[src/rtl/fall_pkg.sv]
// Shared types and constants for the falling-character scheduler:
// FSM state encoding, field widths, the slot record and the
// spawn-acceleration constants used when SPAWN_ACCEL_EN is defined.
package fall_pkg;

   localparam int CH_W  = 8;
   localparam int X_W   = 9;
   localparam int Y_W   = 10;
   localparam int SPD_W = 3;

   // Effective spawn period shrinks by one every ACCEL_STEP hits, never below ACCEL_FLOOR.
   localparam int ACCEL_STEP  = 16;
   localparam int ACCEL_FLOOR = 4;

   typedef enum logic [2:0] {
      ST_IDLE,
      ST_MOVE,
      ST_SPAWN,
      ST_KEY_SCAN,
      ST_KEY_COMMIT
   } state_e;

   typedef struct packed {
      logic             active;
      logic [CH_W-1:0]  ch;
      logic [X_W-1:0]   x;
      logic [Y_W-1:0]   y;
      logic [SPD_W-1:0] speed;
   } slot_t;

endpackage

[src/rtl/fall_spawn_timer.sv]
// Spawn timer: counts completed frame moves and flags when a spawn is due.
// Optional macro SPAWN_ACCEL_EN: the period starts at SPAWN_PERIOD and
// shrinks by one every ACCEL_STEP hits down to ACCEL_FLOOR.
module fall_spawn_timer
   import fall_pkg::*;
#(
   parameter int SPAWN_PERIOD = 40
) (
   input  logic clk,
   input  logic rst_n,
   input  logic adv_i,       // one frame's MOVE pass finished
   input  logic restart_i,   // spawn attempt consumed the due flag
   input  logic hit_i,       // a key hit was committed
   output logic due_o
);

   localparam int CNT_W = $clog2(SPAWN_PERIOD + 1);
   localparam logic [CNT_W-1:0] PERIOD_INIT = CNT_W'(SPAWN_PERIOD);

   logic [CNT_W-1:0] cnt_q, cnt_d;
   logic [CNT_W-1:0] period_eff;

`ifdef SPAWN_ACCEL_EN
   localparam int HC_W = $clog2(ACCEL_STEP);

   logic [CNT_W-1:0] period_q, period_d;
   logic [HC_W-1:0]  hit_cnt_q, hit_cnt_d;

   // Every ACCEL_STEP-th hit shortens the period until the floor is reached.
   always_comb begin
      period_d  = period_q;
      hit_cnt_d = hit_cnt_q;
      if (hit_i) begin
         hit_cnt_d = hit_cnt_q + HC_W'(1);
         if (hit_cnt_q == HC_W'(ACCEL_STEP - 1)) begin
            hit_cnt_d = '0;
            if (int'(period_q) > ACCEL_FLOOR) begin
               period_d = period_q - CNT_W'(1);
            end
         end
      end
   end

   // Acceleration state register.
   always_ff @(posedge clk or negedge rst_n) begin
      if (!rst_n) begin
         period_q  <= PERIOD_INIT;
         hit_cnt_q <= '0;
      end else begin
         period_q  <= period_d;
         hit_cnt_q <= hit_cnt_d;
      end
   end

   assign period_eff = period_q;
`else
   logic unused_hit;
   assign unused_hit = hit_i;
   assign period_eff = PERIOD_INIT;
`endif

   // Greater-or-equal so a period that shrinks below the running count cannot stall spawning.
   assign due_o = (cnt_q >= period_eff);

   // Counter next-state: restart wins, otherwise advance once per frame.
   always_comb begin
      cnt_d = cnt_q;
      if (restart_i) begin
         cnt_d = '0;
      end else if (adv_i) begin
         cnt_d = cnt_q + CNT_W'(1);
      end
   end

   // Spawn counter register.
   always_ff @(posedge clk or negedge rst_n) begin
      if (!rst_n) begin
         cnt_q <= '0;
      end else begin
         cnt_q <= cnt_d;
      end
   end

endmodule

[src/rtl/fall_char_scheduler.sv]
// Falling-character slot table for the typing game: moves slots each frame,
// retires misses at the bottom, spawns from the generator and retires the
// lowest-on-screen slot matching a keypress. Optional macro SPAWN_ACCEL_EN
// (handled inside fall_spawn_timer) speeds up spawning as hits accumulate.
module fall_char_scheduler
   import fall_pkg::*;
#(
   parameter int             SLOTS        = 8,
   parameter int             SPAWN_PERIOD = 40,
   parameter logic [X_W-1:0] X_MAX        = 9'd464
) (
   input  logic                     clk,
   input  logic                     rst_n,
   input  logic                     tick_i,
   input  logic [CH_W-1:0]          gen_ch_i,
   input  logic [SPD_W-1:0]         gen_speed_i,
   input  logic [X_W-1:0]           gen_x_i,
   input  logic [Y_W-1:0]           gen_y_i,
   input  logic                     key_valid_i,
   input  logic [CH_W-1:0]          key_ch_i,
   input  logic [$clog2(SLOTS)-1:0] rd_idx_i,
   output logic                     rd_active_o,
   output logic [CH_W-1:0]          rd_ch_o,
   output logic [X_W-1:0]           rd_x_o,
   output logic [Y_W-1:0]           rd_y_o,
   output logic                     hit_o,
   output logic                     miss_o,
   output logic                     key_drop_o,
   output logic                     spawn_skip_o,
   output logic [$clog2(SLOTS):0]   active_cnt_o
);

   localparam int IDX_W = $clog2(SLOTS);
   localparam int CNT_W = IDX_W + 1;
   localparam logic [IDX_W-1:0] LAST_IDX = IDX_W'(SLOTS - 1);

   slot_t            slots_q [SLOTS];
   slot_t            slots_d [SLOTS];
   state_e           state_q, state_d;
   logic [IDX_W-1:0] idx_q, idx_d;
   logic [IDX_W-1:0] best_idx_q, best_idx_d;
   logic             best_found_q, best_found_d;
   logic [X_W-1:0]   best_x_q, best_x_d;
   logic             tick_pend_q, tick_pend_d;
   logic             key_pend_q, key_pend_d;
   logic [CH_W-1:0]  key_ch_q, key_ch_d;
   logic [CNT_W-1:0] active_cnt_q, active_cnt_d;
   logic             hit_q, hit_d, miss_q, miss_d;
   logic             key_drop_q, key_drop_d, spawn_skip_q, spawn_skip_d;

   logic             spawn_due, cnt_adv, cnt_restart;
   logic             tick_take, key_done, set_ev, clr_ev;
   logic [SLOTS-1:0] free_vec;
   logic             free_found;
   logic [IDX_W-1:0] free_idx;
   slot_t            new_slot;
   logic [X_W:0]     move_sum;

   fall_spawn_timer #(
      .SPAWN_PERIOD (SPAWN_PERIOD)
   ) u_timer (
      .clk       (clk),
      .rst_n     (rst_n),
      .adv_i     (cnt_adv),
      .restart_i (cnt_restart),
      .hit_i     (hit_q),
      .due_o     (spawn_due)
   );

   for (genvar gi = 0; gi < SLOTS; gi++) begin : g_free
      assign free_vec[gi] = ~slots_q[gi].active;
   end

   // Lowest-index free slot; scanning downwards leaves the lowest one last.
   always_comb begin
      free_found = 1'b0;
      free_idx   = '0;
      for (int i = SLOTS - 1; i >= 0; i--) begin
         if (free_vec[i]) begin
            free_found = 1'b1;
            free_idx   = IDX_W'(i);
         end
      end
   end

   // New slot image from the generator; a zero speed would never fall, so it becomes 1.
   always_comb begin
      new_slot        = '0;
      new_slot.active = 1'b1;
      new_slot.ch     = gen_ch_i;
      new_slot.x      = gen_x_i;
      new_slot.y      = gen_y_i;
      new_slot.speed  = (gen_speed_i == '0) ? SPD_W'(1) : gen_speed_i;
   end

   // Position after this frame, one bit wider so a bottom crossing cannot wrap.
   assign move_sum = {1'b0, slots_q[idx_q].x} + {{(X_W + 1 - SPD_W){1'b0}}, slots_q[idx_q].speed};

   // Scheduler FSM next-state, slot writes and event pulses.
   always_comb begin
      state_d      = state_q;
      idx_d        = idx_q;
      best_idx_d   = best_idx_q;
      best_found_d = best_found_q;
      best_x_d     = best_x_q;
      slots_d      = slots_q;
      hit_d        = 1'b0;
      miss_d       = 1'b0;
      spawn_skip_d = 1'b0;
      cnt_adv      = 1'b0;
      cnt_restart  = 1'b0;
      tick_take    = 1'b0;
      key_done     = 1'b0;
      set_ev       = 1'b0;
      clr_ev       = 1'b0;
      case (state_q)
         ST_IDLE: begin
            if (tick_pend_q) begin
               tick_take = 1'b1;
               idx_d     = '0;
               state_d   = ST_MOVE;
            end else if (key_pend_q) begin
               idx_d        = '0;
               best_found_d = 1'b0;
               best_idx_d   = '0;
               best_x_d     = '0;
               state_d      = ST_KEY_SCAN;
            end
         end
         ST_MOVE: begin
            if (slots_q[idx_q].active) begin
               if (move_sum >= {1'b0, X_MAX}) begin
                  slots_d[idx_q] = '0;
                  miss_d         = 1'b1;
                  clr_ev         = 1'b1;
               end else begin
                  slots_d[idx_q].x = move_sum[X_W-1:0];
               end
            end
            if (idx_q == LAST_IDX) begin
               cnt_adv = 1'b1;
               state_d = ST_SPAWN;
            end else begin
               idx_d = idx_q + IDX_W'(1);
            end
         end
         ST_SPAWN: begin
            if (spawn_due) begin
               cnt_restart = 1'b1;
               if (free_found) begin
                  slots_d[free_idx] = new_slot;
                  set_ev            = 1'b1;
               end else begin
                  spawn_skip_d = 1'b1;
               end
            end
            state_d = ST_IDLE;
         end
         ST_KEY_SCAN: begin
            // Strict greater-than keeps the earlier (lower) index on equal x.
            if (slots_q[idx_q].active && (slots_q[idx_q].ch == key_ch_q) &&
                (!best_found_q || (slots_q[idx_q].x > best_x_q))) begin
               best_found_d = 1'b1;
               best_idx_d   = idx_q;
               best_x_d     = slots_q[idx_q].x;
            end
            if (idx_q == LAST_IDX) begin
               state_d = ST_KEY_COMMIT;
            end else begin
               idx_d = idx_q + IDX_W'(1);
            end
         end
         ST_KEY_COMMIT: begin
            if (best_found_q) begin
               slots_d[best_idx_q] = '0;
               hit_d               = 1'b1;
               clr_ev              = 1'b1;
            end
            key_done = 1'b1;
            state_d  = ST_IDLE;
         end
         default: state_d = ST_IDLE;
      endcase
   end

   // Pending latches and occupancy count; a key arriving while one waits is dropped.
   always_comb begin
      tick_pend_d  = (tick_pend_q && !tick_take) || tick_i;
      key_pend_d   = key_pend_q && !key_done;
      key_ch_d     = key_ch_q;
      key_drop_d   = key_valid_i && key_pend_q;
      if (key_valid_i && !key_pend_q) begin
         key_pend_d = 1'b1;
         key_ch_d   = key_ch_i;
      end
      active_cnt_d = active_cnt_q;
      if (set_ev) begin
         active_cnt_d = active_cnt_q + CNT_W'(1);
      end else if (clr_ev) begin
         active_cnt_d = active_cnt_q - CNT_W'(1);
      end
   end

   // Control, latch and pulse registers.
   always_ff @(posedge clk or negedge rst_n) begin
      if (!rst_n) begin
         state_q      <= ST_IDLE;
         idx_q        <= '0;
         best_idx_q   <= '0;
         best_found_q <= 1'b0;
         best_x_q     <= '0;
         tick_pend_q  <= 1'b0;
         key_pend_q   <= 1'b0;
         key_ch_q     <= '0;
         active_cnt_q <= '0;
         hit_q        <= 1'b0;
         miss_q       <= 1'b0;
         key_drop_q   <= 1'b0;
         spawn_skip_q <= 1'b0;
      end else begin
         state_q      <= state_d;
         idx_q        <= idx_d;
         best_idx_q   <= best_idx_d;
         best_found_q <= best_found_d;
         best_x_q     <= best_x_d;
         tick_pend_q  <= tick_pend_d;
         key_pend_q   <= key_pend_d;
         key_ch_q     <= key_ch_d;
         active_cnt_q <= active_cnt_d;
         hit_q        <= hit_d;
         miss_q       <= miss_d;
         key_drop_q   <= key_drop_d;
         spawn_skip_q <= spawn_skip_d;
      end
   end

   // Slot table register.
   always_ff @(posedge clk or negedge rst_n) begin
      if (!rst_n) begin
         for (int i = 0; i < SLOTS; i++) begin
            slots_q[i] <= '0;
         end
      end else begin
         for (int i = 0; i < SLOTS; i++) begin
            slots_q[i] <= slots_d[i];
         end
      end
   end

   assign rd_active_o  = slots_q[rd_idx_i].active;
   assign rd_ch_o      = slots_q[rd_idx_i].ch;
   assign rd_x_o       = slots_q[rd_idx_i].x;
   assign rd_y_o       = slots_q[rd_idx_i].y;
   assign hit_o        = hit_q;
   assign miss_o       = miss_q;
   assign key_drop_o   = key_drop_q;
   assign spawn_skip_o = spawn_skip_q;
   assign active_cnt_o = active_cnt_q;

endmodule
[config.mk]
export PLATFORM = sky130hd
export DESIGN_NAME = fall_char_scheduler
export DESIGN_NICKNAME = d
export VERILOG_FILES = /design/src/rtl/fall_pkg.sv /design/src/rtl/fall_spawn_timer.sv /design/src/rtl/fall_char_scheduler.sv
export SDC_FILE = /design/constraint.sdc
export NUM_CORES = 1
export LEC_CHECK = 0
export CAP_MARGIN = 30
export CORE_MARGIN = 5
export CORE_UTILIZATION = 45
export DETAILED_ROUTE_END_ITERATION = 7
export GPL_ROUTABILITY_DRIVEN = 0
export PLACE_DENSITY = 0.65
export SYNTH_ARGS = -nofsm -noshare
export SYNTH_HDL_FRONTEND = slang
export SYNTH_SLANG_ARGS = --single-unit
export TNS_END_PERCENT = 1
[constraint.sdc]
create_clock -name clk -period 5.25 [get_ports clk]
set_clock_uncertainty 0.05 [all_clocks]
set_input_delay 0.7875 -clock clk [delete_from_list [all_inputs] [get_ports clk]]
set_output_delay 0.7875 -clock clk [all_outputs]
set_load 0.005 [all_outputs]
==> flow_summary.ini, run 1 <==
[critical_path]
cp.arrival_ns = 5.43
critical_path.max_fanout = 14
path_class = reg2reg
reg2reg_depth = 15
startpoint_type = flip-flop
endpoint_kind = flip-flop
crit_required_ns = 5.67

[place]
dp_hpwl_mm = 38.1
portBuffers = 80
placed_cells = 2035

[cts]
cts_sinks = 291
clockBufferDepth = 3
worstSkewPairLatency_ns = 0.54
cts_setup_buffers = 0
post_cts_resize_count = 0
cts_buffers = 35
cts_tree = built
hold_buffers = 0
htree_levels = 2
root_buffer = clkbuf_16
path_clk_slew_ns = 0.07

[synth]
synth_top_family_by_area = compound AO/OA/AOI/OAI gates
yosysWarningCount = 0
synth_area_um2 = 16500
synth_compound_area_frac = 0.236
syn-num-nets = 1599
synth_seq_cells = 291
async_flop_share = 1.00
ys_seq_area_frac = 0.442
muxShareOfSynthArea = 0.137
synth_xor_area_frac = 0.0132
postSynthAreaPerCell_um2 = 10.7
yosysUniqueCellTypes = 76
synth_edf_count = 0
synthAdderAreaFrac = 0.0161
synthSimpleGateAreaFrac = 0.114
synthesis.instances = 1534
ys.flop_type = dfrtp_1

[job]
maxCapViolations = 0

[global_routing]
antenna_found_initial = 0
grt_first_pass_wirelength_mm = 87.8
overflow = 0
grt_pass1_vias = 14300
grtUsageTotal = 0.277
grt_max_degree = 129

[drt]
vias_per_cell = 6.77
drt_first_pass_iters = 6
drt_iter0_markers = 1809
finalWirelength_mm = 57.4
num_vias = 14200
avgRoutedWirePerCell_um = 27.3
drc_errors = 0
ant_nets = 0

[finish]
utilization = 0.530
drive_gt1_frac = 0.183
layout.nets = 1670
fillCellCount = 3148
area_growth_pct = 17.2
diodes = 0
final_cells = 2100

[timing]
rsz0062_at_grt = no
finalCritPeriodShare = 0.954
finalSetupTns_ns = 0
setup-violations-final = 0
finalMaxSlewViolations = 0
max_slew.worst_pin.slew_ns = 1.07
fmax_ghz = 0.200
worst_slew_margin_rel = 0.279
finalHoldViolCount = 0
min_period_ns = 5.01

[worst_hold_path]
worstHoldPathType = in2async

[floorplanning]
fp.dieArea_um2 = 40500
core_area_um2 = 36300
initial_utilization = 0.453
die_h_um = 201
io_pins = 81
die_x_um = 201
placementRows = 70

[power_and_ir_drop]
ir_worst_vdd_mv = 0.249
p_leak_nw = 8.33
p_per_area_nw_per_um2 = 410

[outcome]
outcome = complete, no violations
area by class of cell:
type                    instances  area [um2]  share of cell area
inverters                      36         135             0.00701
flip-flops and latches        291        7280               0.378
multi-input cells            1085        8530               0.443
well taps                     468         586              0.0304
repair buffers                156        1470              0.0764
clock buffers                  47        1000              0.0520
clock inverters                17         265              0.0138
worst max-delay path, cell delays in order (launching register included):
cell,delay (ns)
dfrtp_1,0.48
buf_4,0.20
nor3b_2,0.16
buf_4,0.22
buf_4,0.19
a22oi_1,0.16
nand4_1,0.32
ha_1,0.45
a21oi_1,0.29
nor3_1,0.14
o31a_1,0.27
o211ai_1,0.48
a22o_4,0.21
nand2_1,0.15
o21ai_1,0.87
a221o_1,0.29
layout by cell type (no fill, tap or decap), types with 8 or more instances in the layout:
cell             netlist  layout
xnor2_1               11      11
o21ai_1               12      11
buf_4                  4      68
dfrtp_1              291     290
clkdlybuf4s50_1        0      76
mux2i_1               17      17
nand2b_1              10      10
or3_1                  8       8
nor2b_1               20      19
inv_1                 36      36
a21o_1                32      32
nor2_2                 3       8
nor3_1                18      17
a221o_1               45      45
nor2_1               111     106
xor2_1                12      12
a22oi_1               67      67
a21oi_1               84      84
and2_1                19      19
o21ai_0               58      57
mux4_2                64      64
a31oi_1               24      24
mux2_2                53      53
clkbuf_16              0      36
ha_1                  18      18
nand3_1               29      29
a22o_1               124     124
and3_1                19      19
nand2_1              125     125
nand4_1               10      10
o221ai_1               8       8
cell usage after synthesis, drive strengths merged (20+ instances only):
cell | instances | area (um2)
mux2 | 53 | 597
o21ai | 71 | 359
mux4 | 65 | 1470
nand3 | 29 | 145
a21oi | 85 | 429
inv | 36 | 135
clkbuf | 72 | 270
nand2 | 126 | 475
nor2b | 20 | 125
a22o | 125 | 1100
and2 | 21 | 131
buf | 50 | 273
a31oi | 24 | 150
a221o | 45 | 450
a22oi | 68 | 515
dfrtp | 291 | 7280
nor2 | 117 | 469
a21o | 32 | 240
per-stage QoR:
step	area (um2)	total power, mW	worst slack [ns]	hold WS, ns
finish	19300	7.91	0.243	0.164
global route	19300	8.22	0.0219	0.217
CTS	19300	7.87	0.416	0.203
detailed placement	18000	5.20	0.430	0.411
global placement	18000	5.16	0.366	0.415
floorplan	16500	4.22	0.332	0.401
per-layer routing:
layer  up-vias  part of all wire  track usage
li1       5981                 -            -
met1      7111              0.39        0.361
met2       882              0.46        0.431
met3       248             0.093       0.0666
met4         0             0.061        0.146
met5         -                 0            0
path summary, 6_finish.rpt:
path | startpoint | endpoint | slack, ns
setup / recovery | idx_q[1]$_DFFE_PN0P_ | flip-flop | 0.24
hold / removal | rst_n | asynchronous set/reset pin | 0.16
setup reg to reg | idx_q[1]$_DFFE_PN0P_ | flip-flop | 0.24
hold reg to reg | active_cnt_o[3]$_DFFE_PN0P_ | active_cnt_o[3]$_DFFE_PN0P_ | 0.42
max in group asynchronous | rst_n | asynchronous set/reset pin | 3.83
min in group clk | active_cnt_o[3]$_DFFE_PN0P_ | active_cnt_o[3]$_DFFE_PN0P_ | 0.42
where the power goes:
| group | total [mW] | leakage [nW] | internal, mW | switching, mW |
|---|---|---|---|---|
| combinational | 2.51 | 3.84 | 0.971 | 1.54 |
| clock | 2.67 | 0.613 | 1.65 | 1.03 |
| sequential | 2.72 | 3.87 | 2.46 | 0.261 |
kinds of logic after synthesis:
logic type | after synthesis
AOI/OAI and AO/OA | 510
xor gates and xnor gates | 24
adders and majority gates | 20
buffers and inverters | 158
DFF | 291
muxes | 136
and+or+nand+nor | 395
(Power assumes the default switching activity.)
==> run 2, diff against run 1 <==
- CTS_CLUSTER_SIZE: default -> 14
==> run 2 against run 1 <==
Power fell by 2.8%. Sequential share of layout area rose by 0.26 points. Highest routed layer unchanged. Sequential power barely moved. Final cell count fell by 0.14%.
==> flow_summary.ini, run 2 (synthesized netlist as in run 1, its figures left out) <==
[timing]
finalSetupTns_ns = 0
setup_slack_ns = 0.259
finalHoldViolCount = 0
finalMaxSlewViolations = 0
worst_slew_margin_rel = 0.282
min_period_ns = 4.99
timing.hold.ws_ns = 0.153
max_slew.worst_pin.slew_ns = 1.07
rsz0062_at_grt = no
finalCritPeriodShare = 0.951
setup-violations-final = 0
fmax_ghz = 0.200

[finish]
utilization = 0.527
drive_gt1_frac = 0.179
layout.nets = 1670
final_cell_mix = dfrtp_1 (290), nand2_1 (125), a22o_1 (124)
fillCellCount = 3157
area_growth_pct = 16.4
diodes = 0
final_cells = 2097
final_common_cell = dfrtp_1

[cts]
cts_sinks = 291
clockBufferDepth = 3
worstSkewPairLatency_ns = 0.54
hold_buffers = 0
cts_buffers = 35
htree_levels = 2
post_cts_resize_count = 0
path_clk_slew_ns = 0.06
root_buffer = clkbuf_16
cts_tree = built
cts_setup_buffers = 0

[worst_hold_path]
worstHoldPathType = in2async

[critical_path]
path_class = reg2reg
crit_required_ns = 5.61
reg2reg_from = idx_q[0]$_DFFE_PN0P_
reg2reg_setup_slack_ns = 0.26
endpoint_kind = flip-flop
startpoint_type = flip-flop
reg2reg_depth = 18
critical_path.max_fanout = 10
cp.arrival_ns = 5.35

[drt]
num_vias = 14200
finalWirelength_mm = 57.4
vias_per_cell = 6.75
drt_iter0_markers = 1603
ant_nets = 0
drt_first_pass_iters = 5
drc_errors = 0
avgRoutedWirePerCell_um = 27.4

[place]
dp_slack_ns = 0.430
portBuffers = 80
placed_cells = 2035
dp_hpwl_mm = 38.1

[global_routing]
overflow = 0
grt_first_pass_wirelength_mm = 87.6
antenna_found_initial = 0
grt_max_degree = 129
grtUsageTotal = 0.277
grt_pass1_vias = 14300

[floorplanning]
fp.dieArea_um2 = 40500
placementRows = 70
core_area_um2 = 36300
initial_utilization = 0.453
io_pins = 81
die_x_um = 201
die_h_um = 201

[power_and_ir_drop]
ir_worst_vdd_mv = 0.256
p_per_area_nw_per_um2 = 401
p_leak_nw = 8.27

[job]
maxCapViolations = 0

[outcome]
outcome = complete, no violations
==> run 2: cell types whose count changed in the layout (fill, tap and decap cells not counted) <==
cell        before  now
clkbuf_8         6    3
clkinv_2         4    5
bufinv_16        6    3
clkinvlp_4       3    2
clkbuf_1         5    8
buf_12           6    7
buf_16           1    0
==> run 2: power by group <==
group / internal, mW / switching (mW)
Clock: 1.46 / 1.01
Combinational: 0.970 / 1.54
Sequential: 2.46 / 0.258
Total: 4.89 / 2.80
==> run 2: through the flow <==
step / total power, mW / cell area, um2
6_report: 7.69 / 19100
4_1_cts: 7.67 / 19100
2_1_floorplan: 4.22 / 16500
5_1_grt: 8.01 / 19100
3_3_place_gp: 5.16 / 18000
3_5_place_dp: 5.20 / 18000
==> run 2: layout make-up <==
type                            count  area, um2  area share
Sequential cell                   291       7280       0.380
Inverter                           36        135     0.00706
Timing Repair Buffer              156       1470      0.0766
Clock inverter                     14        173     0.00902
Tap cell                          468        586      0.0306
Multi-Input combinational cell   1085       8530       0.446
Clock buffer                       47        972      0.0508
==> run 2: worst max-delay path, cell delays in order, from the launching register on <==
cell and delay, ns:
dfrtp_1 0.47, nand2b_1 0.23, nor2_1 0.35, buf_4 0.30
a22oi_1 0.10, nand4_1 0.12, ha_1 0.19, inv_1 0.07
fa_1 0.47, inv_1 0.07, a21oi_1 0.11, nor3_1 0.30
and3_1 0.26, o211ai_1 0.23, a22oi_2 0.26, o31a_1 0.55
o21ai_0 0.25, buf_4 0.20, a221o_1 0.28
==> run 2: layer usage <==
| layer | vias up | global-route usage | wire length [um] |
|---|---|---|---|
| li1 | 5971 | - | - |
| met1 | 7018 | 0.362 | 22100 |
| met2 | 937 | 0.432 | 26200 |
| met3 | 230 | 0.0646 | 5660 |
| met4 | 0 | 0.145 | 3350 |
| met5 | - | 0 | 0 |
==> run 2: how the worst max path moves through the flow <==
stage / start / cells past startpoint / to / slack (ns)
after global routing: idx_q[0]$_DFFE_PN0P_ / 18 / flip-flop / 0.03
final: idx_q[0]$_DFFE_PN0P_ / 18 / flip-flop / 0.26
after CTS: idx_q[0]$_DFFE_PN0P_ / 18 / flip-flop / 0.41
after global placement: idx_q[1]$_DFFE_PN0P_ / 15 / flip-flop / 0.37
after floorplan: idx_q[2]$_DFFE_PN0P_ / 23 / flip-flop / 0.33
after detailed placement: idx_q[0]$_DFFE_PN0P_ / 15 / flip-flop / 0.43
==> run 3, diff against run 2 <==
- CELL_PAD_IN_SITES_DETAIL_PLACEMENT: default -> 2
- CELL_PAD_IN_SITES_GLOBAL_PLACEMENT: default -> 2
- CORE_UTILIZATION: 45 -> 37
- PLACE_DENSITY: 0.65 -> 0.77
==> run 3 against run 2 <==
Setup slack lost 0.13 ns. Fmax shrank 2.5%. Via count grew 4.3%. Critical path type unchanged. Largest power group unchanged. Highest routed layer unchanged.
==> flow_summary.ini, run 3 (synthesized netlist as in run 1, its figures left out) <==
[drt]
drt_iter0_markers = 1336
drc_errors = 0
avgRoutedWirePerCell_um = 32.4
vias_per_cell = 6.62
drt_first_pass_iters = 5
ant_nets = 0
finalWirelength_mm = 72.3
num_vias = 14800

[power_and_ir_drop]
ir_worst_vdd_mv = 0.183
internal-power_mw = 5.01
p_per_area_nw_per_um2 = 418
clkPwrFrac = 0.328
p_seq_frac = 0.336
p_switching_mw = 3.12
swShare = 0.384
p_leak_nw = 8.34
combPwrFrac = 0.336

[global_routing]
antenna_found_initial = 0
grt_pass1_vias = 16300
grtUsageTotal = 0.287
overflow = 0
grt_first_pass_wirelength_mm = 108
grt_max_degree = 102

[timing]
setup-violations-final = 0
worst_slew_margin_rel = 0.354
timing.hold.ws_ns = 0.259
finalCritPeriodShare = 0.975
min_period_ns = 5.12
fmax_ghz = 0.195
rsz0062_at_grt = no
finalHoldViolCount = 0
finalMaxSlewViolations = 0
finalSetupTns_ns = 0
max_slew.worst_pin.slew_ns = 0.969

[floorplanning]
die_h_um = 221
core_area_um2 = 44100
fp.dieArea_um2 = 48800
die_x_um = 221
placementRows = 77
io_pins = 81
initial_utilization = 0.373

[job]
maxCapViolations = 0

[finish]
area_growth_pct = 18.4
layout.nets = 1677
final_common_cell = dfrtp_1
fillCellCount = 4564
drive_gt1_frac = 0.189
diodes = 0
multi_input_area_um2 = 8570
final_cell_mix = dfrtp_1 (290), nand2_1 (125), a22o_1 (124)
seqCellArea_um2 = 7280

[cts]
hold_buffers = 0
cts_buffers = 37
cts_sinks = 291
worstSkewPairLatency_ns = 0.58
clockBufferDepth = 3
cts_tree = built
path_clk_slew_ns = 0.06
htree_levels = 2
root_buffer = clkbuf_16

[critical_path]
startpoint_type = flip-flop
cp.arrival_ns = 5.54
path_cells = buf_4 > nor3b_2 > buf_4 > a22oi_1 > nand4_1 > ha_1 > inv_1 > fa_1 > inv_1 > a21oi_1 > nor4b_1 > o211ai_1 > o211ai_1 > a22oi_2 > buf_4 > o31ai_4 > a22oi_1 > o21ai_0
reg2reg_from = idx_q[0]$_DFFE_PN0P_
crit_required_ns = 5.67
reg2reg_depth = 18
path_class = reg2reg
cp_slowest_stage_delay_ns = 0.73
critical_path.max_fanout = 15
critPathMostFrequentCell = buf_4
endpoint_kind = flip-flop
slowest_stage = o31ai_4
reg2reg_setup_slack_ns = 0.13
cp-startpoint = idx_q[0]$_DFFE_PN0P_

[worst_hold_path]
worstHoldPathType = in2async

[outcome]
outcome = complete, no violations

[place]
dp_hpwl_mm = 47.3
portBuffers = 80
[run 3: cell types whose count changed in the layout (fill, tap and decap cells not counted), sizes merged]
| cell | delta |
|---|---|
| buf | +5 |
| bufinv | -1 |
| clkbuf | +8 |
| clkinv | -1 |
| clkinvlp | +1 |
| inv | -1 |
[run 3: what timing repair did]
item	4_1_cts	5_1_grt
gates resized for setup	0	6
setup endpoints to repair	0	101
endpoints found under the hold margin	0	0
setup buffers	0	2
[run 3: final cells by class]
class	count	area share
multi-input combinational	1085	0.440
sequential	291	0.374
timing repair buffer	161	0.0771
clock buffer	55	0.0567
tap	592	0.0380
clock inverter	12	0.00745
inverter	36	0.00713
[run 3: worst max path at each step]
stage | end | slack (ns) | cells after the start
after floorplan | flip-flop | 0.33 | 23
after global placement | flip-flop | 0.47 | 17
after detailed placement | flip-flop | 0.28 | 18
after CTS | flip-flop | 0.12 | 18
after global routing | flip-flop | 0.02 | 18
final | flip-flop | 0.13 | 18
[run 3: per-stage QoR]
stage	cell area [um2]	setup WS (ns)	total power [mW]	cells	util
after floorplan	16500	0.332	4.22	1534	-
after global placement	18200	0.472	5.31	2162	0.412
after detailed placement	18200	0.284	5.42	2163	0.412
after CTS	19400	0.122	8.12	2230	0.441
after global routing	19500	0.0249	8.44	2232	0.442
final	19500	0.129	8.13	2232	0.442
[run 3: power by group through the flow]
stage	Combinational [mW]	Clock (mW)	Sequential (mW)
after CTS	2.69	2.71	2.72
after detailed placement	2.66	0	2.76
final	2.73	2.67	2.73
after global placement	2.57	0	2.74
after floorplan	1.57	0	2.65
after global routing	2.88	2.80	2.76
[run 3: critical path: cells and delay by family, from the launching register on]
family / cells / cell delay, ns
DFF: 1 / 0.47
and+or+nand+nor: 3 / 0.82
adders and majority gates: 2 / 0.65
buffers and inverters: 5 / 0.98
AOI/OAI and AO/OA: 8 / 2.02
[run 3: layer usage]
| layer | up-vias | GRT usage | wire length (um) |
|---|---|---|---|
| met3 | 190 | 0.0477 | 4330 |
| met5 | - | 0 | 0 |
| met4 | 0 | 0.119 | 3320 |
| li1 | 6005 | - | - |
| met1 | 7948 | 0.368 | 29500 |
| met2 | 627 | 0.485 | 35100 |
